File: src/rtl/demux_16.sv
// Write side of the 16-way one-hot select mux: sixteen source registers loaded
// through a valid/ready port or bulk-cleared in order, plus the registered select.
module demux_16 #(
  parameter logic [18:0] CLEAR_VAL = 19'd0
) (
  input  logic        clock,
  input  logic        reset,
  input  logic        wr_valid,
  input  logic [3:0]  wr_idx,
  input  logic [18:0] wr_data,
  output logic        wr_ready,
  input  logic        clr_start,
  output logic        clr_busy,
  input  logic [15:0] sel_req,
  input  logic        sel_stb,
  output logic [15:0] c,
  output logic [18:0] out0,
  output logic [18:0] out1,
  output logic [18:0] out2,
  output logic [18:0] out3,
  output logic [18:0] out4,
  output logic [18:0] out5,
  output logic [18:0] out6,
  output logic [18:0] out7,
  output logic [18:0] out8,
  output logic [18:0] out9,
  output logic [18:0] out10,
  output logic [18:0] out11,
  output logic [18:0] out12,
  output logic [18:0] out13,
  output logic [18:0] out14,
  output logic [18:0] out15
);

  typedef enum logic {IDLE, CLEAR} state_t;

  state_t      state_reg, state_next;
  logic [3:0]  clr_ptr_reg, clr_ptr_next;
  logic [18:0] entry_reg [16];
  logic [15:0] c_reg, c_next;
  logic        wr_fire, clr_fire;

  always_ff @(posedge clock) begin
    if (reset) begin
      state_reg   <= IDLE;
      clr_ptr_reg <= 4'd0;
    end else begin
      state_reg   <= state_next;
      clr_ptr_reg <= clr_ptr_next;
    end
  end

  // Pointer wrap 15 -> 0 ends the clear; clr_start while clearing is ignored.
  always_comb begin
    state_next   = state_reg;
    clr_ptr_next = clr_ptr_reg;
    wr_ready     = 1'b0;
    clr_busy     = 1'b0;
    case (state_reg)
      IDLE: begin
        wr_ready = 1'b1;
        if (clr_start) begin
          state_next   = CLEAR;
          clr_ptr_next = 4'd0;
        end
      end
      CLEAR: begin
        clr_busy     = 1'b1;
        clr_ptr_next = clr_ptr_reg + 4'd1;
        if (clr_ptr_reg == 4'd15) state_next = IDLE;
      end
      default: state_next = IDLE;
    endcase
  end

  assign wr_fire  = wr_valid && (state_reg == IDLE);
  assign clr_fire = (state_reg == CLEAR);

  generate
    for (genvar gi = 0; gi < 16; gi++) begin : g_entry
      always_ff @(posedge clock) begin
        if (reset)
          entry_reg[gi] <= 19'd0;
        else if (clr_fire && clr_ptr_reg == 4'(gi))
          entry_reg[gi] <= CLEAR_VAL;
        else if (wr_fire && wr_idx == 4'(gi))
          entry_reg[gi] <= wr_data;
      end
    end
  endgenerate

  // Isolate the lowest set request bit; no request falls back to the background source in15.
  assign c_next = (sel_req == 16'd0) ? 16'h8000 : (sel_req & (~sel_req + 16'd1));

  always_ff @(posedge clock) begin
    if (reset)
      c_reg <= 16'h8000;
    else if (sel_stb)
      c_reg <= c_next;
  end

  assign c     = c_reg;
  assign out0  = entry_reg[0];
  assign out1  = entry_reg[1];
  assign out2  = entry_reg[2];
  assign out3  = entry_reg[3];
  assign out4  = entry_reg[4];
  assign out5  = entry_reg[5];
  assign out6  = entry_reg[6];
  assign out7  = entry_reg[7];
  assign out8  = entry_reg[8];
  assign out9  = entry_reg[9];
  assign out10 = entry_reg[10];
  assign out11 = entry_reg[11];
  assign out12 = entry_reg[12];
  assign out13 = entry_reg[13];
  assign out14 = entry_reg[14];
  assign out15 = entry_reg[15];

endmodule

File: config.mk
export PLATFORM = sky130hd
export DESIGN_NAME = demux_16
export DESIGN_NICKNAME = d
export VERILOG_FILES = /design/src/rtl/demux_16.sv
export SDC_FILE = /design/constraint.sdc
export NUM_CORES = 1
export LEC_CHECK = 0
export ABC_CLOCK_PERIOD_IN_PS = 3400
export CAP_MARGIN = 25
export CORE_MARGIN = 1
export CORE_UTILIZATION = 47
export DETAILED_ROUTE_END_ITERATION = 10
export GPL_TIMING_DRIVEN = 0
export PLACE_DENSITY = 0.76
export SLEW_MARGIN = 25
export SYNTH_ARGS = -nofsm -noshare
export SYNTH_HDL_FRONTEND = slang
export SYNTH_SLANG_ARGS = --single-unit
File: constraint.sdc
create_clock -name clock -period 3.4 [get_ports clock]
set_input_delay 0.34 -clock clock [delete_from_list [all_inputs] [get_ports clock]]
set_output_delay 0.34 -clock clock [all_outputs]
set_load 0.005 [all_outputs]
==> reports/metrics.sh <==
STATUS='complete, no violations'
COMBPWRFRAC_PCT=8.3
CP-START-KIND='register'
ANTENNA_CELLS=0
YOSYS-TOP-CELLS-COUNT='sky130_fd_sc_hd__edfxtp_1, sky130_fd_sc_hd__nor2_1, sky130_fd_sc_hd__and2_1'
FIRST_PASS_GRT_WIRE_LENGTH_MM=52.4
MAX-VDD-IR-DROP_V=0.000431
YOSYS.CELL_COUNT.TOP_TYPE='sky130_fd_sc_hd__edfxtp_1'
DRT-TOTAL-WL_MM=36.7
GRT_PASS1_VIAS=8356
WHS_NS=0.465
WL_PER_CELL_UM=22.6
GRT_MAX_DEGREE=20
POST-ROUTE-PERIOD-UTIL_PCT=81.3
MULTIINPUTGATEAREA_MM2=0.00241
CTS_SETUP_BUFFERS=0
CRITICAL_PATH.MAX_FANOUT=11
YS_WARN_COUNT=0
TIMING.FINAL.MAX_SLEW_VIOLATIONS=0
FINAL_NET_COUNT=1317
DIE_X_EXTENT_UM=162
TIMING.CRITICAL_PATH.SLOWEST_STAGE_CELL='sky130_fd_sc_hd__o21ai_2'
LAYOUT_AREA_GROWTH_OVER_SYNTHESIS_PCT=44.5
ROUTED-VIA-COUNT=8590
GRT_SETUP_UNREPAIRED='no'
LARGEST_REGISTER_FFS=304
CRIT_PATH_MAX_INCR_DELAY_NS=0.69
CLK_LATENCY_NS=0.51
WHS_PATH_DEPTH=2
SETUP.WORST_PATH.CLASS='register to register'
DETAIL-ROUTE-ANTENNA-NETS=0
POST_SYNTH.CELL_AREA_AVG_UM2=14.0
MAX_CLOCK_FREQ_MHz=362
PRE_CTS_SLACK_NS=0.196
SYNTHESIS.NETS=910
FINAL.FILL_COUNT=1705
PLACE.DETAILED.HPWL_MM=26.0
POWER.SHARE.SEQUENTIAL_PCT=51.3
WORSTSETUPENDPOINTTYPE='register'
DOMINANTREGCELLSYNTH='sky130_fd_sc_hd__edfxtp_1'
ROWS=58
HOLD_PATH.CLASS='register to register'
POWER_PER_CELL_AREA_mW_PER_MM2=513
CTS-HTREE-LEVELS=2
POST_ROUTE_CELLS_DRIVE_ABOVE_1_SHARE_PCT=6.41
P_INT_mW=7.02
RELSLEWSLACK_PCT=32.8
GR-USAGE-ALL-LAYERS_PCT=27.9
CTS_TREE='built'
DIE_HEIGHT_UM=162
R2R.WORST_PATH.CELLS=5
SWITCH_PWR_mW=1.94
DESIGN.CORE.AREA_MM2=0.0252
DIE-AREA_MM2=0.0263
SYNTHTOPCELLSBYAREA='sky130_fd_sc_hd__edfxtp_1, sky130_fd_sc_hd__nor2_1, sky130_fd_sc_hd__and2_1, sky130_fd_sc_hd__dfxtp_1, sky130_fd_sc_hd__nand2_1'
LAYOUT.AREA.SEQ_MM2=0.00955
GRT_ANTENNA_BEFORE_REPAIR=0
FINALWORSTSETUPSLACK_NS=0.637
GR-TOTAL-OVERFLOW=0
CLOCK-ROOT-BUFFER='sky130_fd_sc_hd__clkbuf_16'
WORST_SLEW_PIN_SLEW_NS=1.01
SYN_INST=862
SYNTH_TOP_CELL_AREA_SHARE_PCT=75.6
DETAIL_ROUTE.ITER0.VIOLATIONS=570
POST_DRT_VIA_CELL_RATIO=5.29
POWER_mW=8.96
INITIAL_CORE_UTILIZATION_PCT=48.0
WORST_CLOCK_SKEW_NS=0.0212
DETAILED_PLACE.AREA_MM2=0.0164
CAP_VIOL_MAX_COUNT=0
SETUP_VIOL=0
FINALINSTANCEAREA_MM2=0.0175
YS_FF_LATCH=325
SYNTH-EDFF-COUNT=304
POWER.LEAKAGE_nW=6.05
WORST_PATH_ARRIVAL_TIME_NS=2.98
CELL_TAKING_THE_MOST_AREA_AFTER_SYNTHESIS='sky130_fd_sc_hd__edfxtp_1'
CTS.CLK_SLEW.WORST_PATHS_NS=0.06
PORT_BUFFERS=364
CLOCK_SINKS=325
SYNTHESIS.AREA_MM2=0.0121
CTS-BUFFERS-INSERTED=34
MAX-CLOCK-PATH-BUFFERS=3
HOLDBUFCOUNTCTS=0
SYNTH_SEQUENTIAL_AREA_RATIO_PCT=79.1
DRT_PASS1_ITERATIONS=5
CP_CELL_SEQUENCE='nor4b_1 > nand2_1 > clkbuf_1 > o21ai_2 > buf_6'
HOLD_VIOL=0
SYNTH_CELL_TYPES=39
UTILIZATION_PCT=69.3
PLACE_CONGESTION=0.831
CTS_RESIZED=0
P_SW_SHARE_PCT=21.6
PWR-SHARE-CLK_PCT=40.4
FINAL_PERIOD_MINUS_WORST_SETUP_SLACK_NS=2.76
SYNTH_ASYNC_SR_FLOP_SHARE_PCT=0
REMAINING_DRC_ERRORS=0
FLOORPLAN.IO_PINS=366
CP_DATA_REQUIRED_TIME_NS=3.61
## critical path: cells and delay by family (launching register included)
family | cells | cell delay, ns
flops | 1 | 0.39
buf+inv | 2 | 0.68
compound gates | 1 | 0.69
simple gates | 2 | 0.72
## power groups by stage
| stage | Combinational (mW) | Sequential, mW | Clock (mW) |
|---|---|---|---|
| after floorplan | 0.161 | 4.69 | 0 |
| after global placement | 0.704 | 4.68 | 0 |
| after detailed placement | 0.746 | 4.68 | 0 |
| after CTS | 0.750 | 4.60 | 3.64 |
| after global routing | 0.787 | 4.61 | 3.80 |
| final | 0.745 | 4.59 | 3.62 |
## cell usage in the layout, fill, tap and decap left out, types with 15 or more instances in the layout
master,synthesis,layout
sky130_fd_sc_hd__a21oi_1,15,15
sky130_fd_sc_hd__and2_1,78,78
sky130_fd_sc_hd__clkbuf_1,29,33
sky130_fd_sc_hd__clkbuf_16,0,35
sky130_fd_sc_hd__clkdlybuf4s50_1,0,364
sky130_fd_sc_hd__dfxtp_1,21,21
sky130_fd_sc_hd__edfxtp_1,304,304
sky130_fd_sc_hd__nand2_1,69,69
sky130_fd_sc_hd__nor2_1,241,241
## through the flow
step                setup TNS, ns  std cells
floorplan                       0        862
global placement          -188.99       1556
detailed placement              0       1563
CTS                             0       1624
global route                    0       1624
finish                          0       1624
## routing by layer
layer | track usage (%) | routed length (um) | vias to the layer above
met5 | 0 | 0 | -
met2 | 47.2 | 18300 | 478
met1 | 33.8 | 13600 | 4201
li1 | - | - | 3834
met4 | 11.0 | 1340 | 0
met3 | 7.51 | 3540 | 77
## area by class of cell
cell class / count / area share, %
sequential: 325 / 54.7
buffer: 47 / 1.08
clock buffer: 39 / 5.10
clock inverter: 22 / 1.11
inverter: 9 / 0.194
tap: 330 / 2.37
timing repair buffer: 371 / 21.6
multi-input combinational: 481 / 13.8
## kinds of logic after synthesis
group	share of synthesized area, %
AO/OA/AOI/OAI	2.60
adder cells (fa/ha/maj)	0.414
buffers and inverters	1.83
flip-flops	79.1
multiplexers	0.166
AND/OR/NAND/NOR	15.9
## worst paths after layout
check,to,startpoint,slack [ns]
worst max-delay path,entry_reg[0][122]$_SDFFCE_PN0P_,clr_fire$_SDFF_PP0_,0.64
worst min-delay path,c[12]$_SDFFE_PP0P_,c[12]$_SDFFE_PP0P_,0.47
worst max register to register,entry_reg[0][122]$_SDFFCE_PN0P_,clr_fire$_SDFF_PP0_,0.64
worst min register to register,c[12]$_SDFFE_PP0P_,c[12]$_SDFFE_PP0P_,0.47
No activity file was read; power rests on OpenSTA's default activity.
